--- src/rtl/banco_reg_param.sv ---
// Parametrised register bank: one write port, two combinational read ports,
// hardwired zero register, optional write bypass and pending scoreboard.
module banco_reg_param #(
  parameter int DATA_W = 32,
  parameter int ADDR_W = 5,
  parameter bit BYPASS = 1'b1
) (
  input  logic              clk,
  input  logic              rst,
  input  logic              we,
  input  logic [ADDR_W-1:0] aw,
  input  logic [DATA_W-1:0] dataIn,
  input  logic [ADDR_W-1:0] ar1,
  input  logic [ADDR_W-1:0] ar2,
  input  logic              rsv,
  input  logic [ADDR_W-1:0] arsv,
  output logic [DATA_W-1:0] dr1,
  output logic [DATA_W-1:0] dr2,
  output logic              pend1,
  output logic              pend2,
  output logic [ADDR_W:0]   cnt_pend
);

  localparam int DEPTH = 2 ** ADDR_W;

  logic [DATA_W-1:0] regs_q [DEPTH];
  logic [DATA_W-1:0] regs_d [DEPTH];
  logic [DEPTH-1:0]  pend_q;
  logic [DEPTH-1:0]  pend_d;
  logic [ADDR_W:0]   cnt_q;
  logic [ADDR_W:0]   cnt_d;

  logic wr_ok;
  logic rsv_ok;
  logic set_new;
  logic clr_old;
  logic hit1;
  logic hit2;

  always_comb begin
    wr_ok   = we && (aw != '0);
    rsv_ok  = rsv && (arsv != '0);
    set_new = rsv_ok && !pend_q[arsv];
    // a same-address reservation keeps the bit set, so no decrement
    clr_old = wr_ok && pend_q[aw] && !(rsv_ok && (arsv == aw));
  end

  always_comb begin
    regs_d = regs_q;
    pend_d = pend_q;
    cnt_d  = cnt_q;
    if (rst) begin
      for (int i = 0; i < DEPTH; i++) begin
        regs_d[i] = '0;
      end
      pend_d = '0;
      cnt_d  = '0;
    end else begin
      if (wr_ok) begin
        regs_d[aw] = dataIn;
        pend_d[aw] = 1'b0;
      end
      if (rsv_ok) begin
        pend_d[arsv] = 1'b1;
      end
      cnt_d = cnt_q
            + {{ADDR_W{1'b0}}, set_new}
            - {{ADDR_W{1'b0}}, clr_old};
    end
  end

  always_ff @(posedge clk) begin
    regs_q <= regs_d;
    pend_q <= pend_d;
    cnt_q  <= cnt_d;
  end

  always_comb begin
    hit1 = BYPASS && wr_ok && (aw == ar1);
    hit2 = BYPASS && wr_ok && (aw == ar2);
  end

  always_comb begin
    dr1   = (ar1 == '0) ? '0 : regs_q[ar1];
    pend1 = (ar1 == '0) ? 1'b0 : pend_q[ar1];
    if (hit1) begin
      dr1   = dataIn;
      pend1 = 1'b0;
    end
  end

  always_comb begin
    dr2   = (ar2 == '0) ? '0 : regs_q[ar2];
    pend2 = (ar2 == '0) ? 1'b0 : pend_q[ar2];
    if (hit2) begin
      dr2   = dataIn;
      pend2 = 1'b0;
    end
  end

  assign cnt_pend = cnt_q;

endmodule

--- config.mk ---
export PLATFORM = sky130hd
export DESIGN_NAME = banco_reg_param
export DESIGN_NICKNAME = d
export VERILOG_FILES = /design/src/rtl/banco_reg_param.sv
export SDC_FILE = /design/constraint.sdc
export NUM_CORES = 2
export LEC_CHECK = 0
export CAP_MARGIN = 30
export CELL_PAD_IN_SITES_DETAIL_PLACEMENT = 0
export CELL_PAD_IN_SITES_GLOBAL_PLACEMENT = 1
export CORE_MARGIN = 2
export CORE_UTILIZATION = 40
export DETAILED_ROUTE_END_ITERATION = 12
export PLACE_DENSITY = 0.8
export RECOVER_POWER = 25
export SYNTH_ARGS = -nofsm -noshare
export SYNTH_HDL_FRONTEND = slang
export SYNTH_SLANG_ARGS = --single-unit
--- constraint.sdc ---
create_clock -name clk -period 6.8 [get_ports clk]
set_input_delay 0.68 -clock clk [delete_from_list [all_inputs] [get_ports clk]]
set_output_delay 0.68 -clock clk [all_outputs]
set_load 0.05 [all_outputs]
# Yosys cells after proc, flatten, opt, wreduce, memory -nomap -nowiden
# Cells that the tools add are included.
# op_classes
addsub,2
mul,0
n_div,0
order_cmp,10
n_eq_ne,3
shift,0
n_mux,32
n_bitwise,6
reduce_logical,17
# op_table
cell,n
$bwmux 1024,1
$mux 32,12
$bmux 32 s5,2
$demux 32 s5,1
$and 32x32->32,1
$not 32->32,1
$or 32x32->32,1
$lt 5x6->1 const B,4
$bmux 1 s5,4
$ge 6x6->1 const B,3
$not 5->6,3
$eq 5x5->1,3
$logic_and 1x1->1,11
$demux 1 s5,2
$ge 5x1->1 const B,2
$logic_not 5->1,2
$mux 1,10
$reduce_bool 5->1,2
$add 6x1->6,1
$lt 6x1->1 const B,1
$sub 6x1->6,1
$logic_not 1->1,2
# word_totals
ff_bits,1062
latchBits,0
ramBits,0
romBits,0
input_bits,56
out_inout_bits,72
elab_cells,104
mem_count,0

# Longest topological paths before layout
# depth
depth_word,10
mapped_depth,16
ltp_nobuf,14

# Least setup slack after synthesis
# No wires, ideal clock.
# synth_timing
path_type,input -> register
startpoint,input port arsv[1]
endpoint,"register cnt_q[5], in the netlist cnt_pend[5]"
setup_ps,121
t_arrival_ps,3635
required_ps,6679
setup_slack_ps,3045
stages,14
path_cell_list,clkbuf_1 -> clkbuf_1 -> mux4_2 -> mux4_2 -> o22ai_1 -> nand2_1 -> ha_1 -> inv_1 -> ha_1 -> a21o_1 -> a21oi_1 -> o21bai_1 -> a21oi_1 -> mux2_2
# synth_via
elab_chain_len,6
elab_cells_between_ends,12
cone_classes,add/sub: 2; eq/ne: 1; mux: 2; reduce/logical: 7
# synth_lines
item,line,source
from (decl),16,"input logic [ADDR_W-1:0] arsv,"
$bmux 1 s5 or $reduce_bool 5->1 (tied branches),"43, 42",
$mux 1 (implied by the code) or $logic_and 1x1->1 (tied branches),"43, 42",
$logic_not 1->1 or $logic_and 1x1->1 (tied branches),"43, 45",
$logic_and 1x1->1 or $logic_not 1->1 (tied branches),"43, 45",
$add 6x1->6 or $logic_and 1x1->1 (tied branches),"67, 45",
$sub 6x1->6 (*),68,"- {{ADDR_W{1'b0}}, clr_old};"
to (signal assigned),75,cnt_q <= cnt_d;
to (decl),30,logic [ADDR_W:0] cnt_q;
# Every way passes the cells marked *; elsewhere a longest branch is shown, timed or not. The select of a mux whose other input is x is not followed.
# A chain may end at the register's enable or synchronous reset.

# Worst setup path in the final report
# layout_timing
startpoint,input port rst
endpoint,register regs_q[1010] (netlist bit)
# layout_rtl
item,line,source
from (decl),9,"input logic rst,"
to (signal assigned),73,regs_q <= regs_d;
to (decl),26,logic [DATA_W-1:0] regs_q [DEPTH];
# No word-level cell between the ends.

==> results_dict.tcl <==
set metrics [dict create \
    outcome "finished, violations left" \
    violations "max-capacitance violations, max-slew violations" \
    drtAntennaViolNets 0 \
    slew_headroom_pct -158 \
    io_pins 128 \
    synth_area_per_cell_um2 8.79 \
    arrival_ns 6.42 \
    ys_ff_latch 1062 \
    coreArea_um2 139000 \
    postCtsHoldBufs 0 \
    stdcell_area_um2 62500 \
    yosys-top-cells-count "nand2_1, dfxtp_1, a21oi_1, clkbuf_1, mux4_2" \
    setup.worst_path.class "in2reg" \
    synth_edf_count 0 \
    syn_nets 6431 \
    critPathRequiredTime_ns 7.24 \
    post-cts-setup-buffer-count 0 \
    crit_slowest_cell "buf_2" \
    grt.total_usage_pct 32.4 \
    grt_pass1_wl_um 340000 \
    via_per_inst 6.41 \
    hold_violations 0 \
    maxSlewViolCount 1257 \
    clkSinkCount 1062 \
    hold_path.class "reg2reg" \
    synth-main-ff-cell "dfxtp_1" \
    place.gp.congestion 0.984 \
    fin_skew_ns 0.00681 \
    worstPathCellList "clkbuf_2 > buf_2 > nor2b_1" \
    synth_top_area_share_pct 38.0 \
    clockBufferDepth 3 \
    fp.dieW_um 378 \
    cts-root-buf "clkbuf_16" \
    period_share_pct 87.9 \
    synth_adder_area_share_pct 0.170 \
    grt_max_degree 209 \
    synth_top_family_by_area "multiplexers" \
    syn_inst 6368 \
    setup-tns-final_ns 0 \
    rsz0062_at_grt "no" \
    synthMostInstantiatedCell "nand2_1" \
    p_per_area_nw_per_um2 230 \
    yosys.area_share.simple_pct 16.0 \
    area_growth_pct 11.5 \
    startpoint_type "input pin" \
    synth_xor_area_share_pct 0.282 \
    synthTopCellsByArea "dfxtp_1, mux4_2, nand2_1" \
    final_cells 8079 \
    synth-async-reset-ratio_pct 0 \
    fmax_mhz 167 \
    crit_path_end_kind "flip-flop" \
    finalSetupViolCount 0 \
    grt_overflow_total 0 \
    grt_pass1_vias 48500 \
    die_y_um 378 \
    hpwl_um 144000 \
    tightest_slew_ns 3.88 \
    placed_area_um2 58800 \
    synth_seq_area_share_pct 38.0 \
    leakagePower_nw 20.1 \
    wl_um 239000 \
    synthesis.area_um2 56000 \
    clkLatencyLatePin_ns 0.72 \
    dr_total_vias 51800 \
    nets 6170 \
    cts_tree "done" \
    synth.area.mux_share_pct 23.6 \
    grt_antenna_before_repair 11 \
    cpPeakStageDelay_ns 2.96 \
    io_buffers 127 \
    cts_resized 0 \
    hold_slack_ns 0.464 \
    placementRows 137 \
    cts-htree-levels 3 \
    reg2regPathDepth 12 \
    final_util_pct 44.9 \
    maxCapViolations 15 \
    place_inst 7865 \
    drt-initial-drc-count 7793 \
    yosys.cell_types.count 52 \
    fin_crit_ns 5.98 \
    die-area_um2 143000 \
    holdPathStages 2 \
    start_util_pct 40.2 \
    peakVddDrop_mv 0.216 \
    first_pass_iters 6 \
    route.detailed.drc 0 \
    drt-wirelength-per-cell_um 29.5 \
    drive_gt1_share_pct 16.7 \
    yosys_warnings 0 \
    synth_top_area_cell "dfxtp_1" \
    path_clk_slew_ns 0.06 \
    cts_buffers 114 \
    path_max_fanout 194 \
    synth_compound_area_share_pct 16.3 \
]
[report_power, final]
part / internal (mW) / switching (mW) / total (mW)
combinational: 0.483 / 1.14 / 1.62
sequential: 6.28 / 0.0427 / 6.32
clock: 3.66 / 2.75 / 6.41
total: 10.4 / 3.93 / 14.4
[layout by cell type, fill, tap and decap left out, types with 32 or more instances in the layout]
cell type / instances
clkbuf_1: 33
a22oi_1: 127
a211oi_1: 65
clkbuf_16: 116
nand2_1: 2002
o22ai_1: 95
mux4_2: 451
clkbuf_8: 32
nor2_4: 32
clkdlybuf4s50_1: 110
mux2i_1: 166
a211o_1: 33
dfxtp_1: 1062
o221ai_1: 62
buf_4: 164
a21oi_1: 1028
nor2_1: 56
nor2b_1: 76
mux2_2: 126
[critical path, delay by kind of cell]
kind | cells | cell delay [ns]
buffers and inverters | 2 | 5.29
and+or+nand+nor | 1 | 0.14
[cells by family (layout without fill, tap and decap cells)]
group           count (synthesis)  in the layout
buf+inv                       714            546
simple gates                 2263           2263
other cells                     0              3
flops                        1062           1062
xor+xnor                       18             18
fa+ha+maj                       7              7
mux                           743            743
compound gates               1561           1561
[layer usage]
layer,track usage [%],wire [µm]
met1,41.2,87000
met2,48.1,103000
met3,9.66,31800
met4,20.7,17000
met5,0,54
[through the flow]
step	setup WS (ns)	total power, mW
floorplan	3.04	7.45
global placement	1.26	8.01
detailed placement	1.18	8.04
CTS	1.17	14.3
global route	0.553	14.7
finish	0.820	14.4
[final cells by class]
class / instances / area, µm²
Fill cell: 13400 / 76700
Antenna cell: 3 / 7.51
Timing Repair Buffer: 322 / 2980
Inverter: 15 / 58.8
Clock buffer: 174 / 3440
Multi-Input combinational cell: 4592 / 32000
Tap cell: 1876 / 2350
Sequential cell: 1062 / 21300
Clock inverter: 35 / 355
[worst paths after layout]
| check | start | endpoint | slack [ns] |
|---|---|---|---|
| max | rst | regs_q[1010] | 0.82 |
| min | regs_q[560] | regs_q[560] | 0.46 |
| min reg2reg | regs_q[560] | regs_q[560] | 0.46 |
| max reg2reg | pend_q[19] | cnt_pend[5] | 3.53 |
[registers in the layout, summed over array words and instances, names as in the netlist]
register,count
pend_q,32
regs_q,1024
cnt_pend,6
Power figures use the tool's default switching activity.
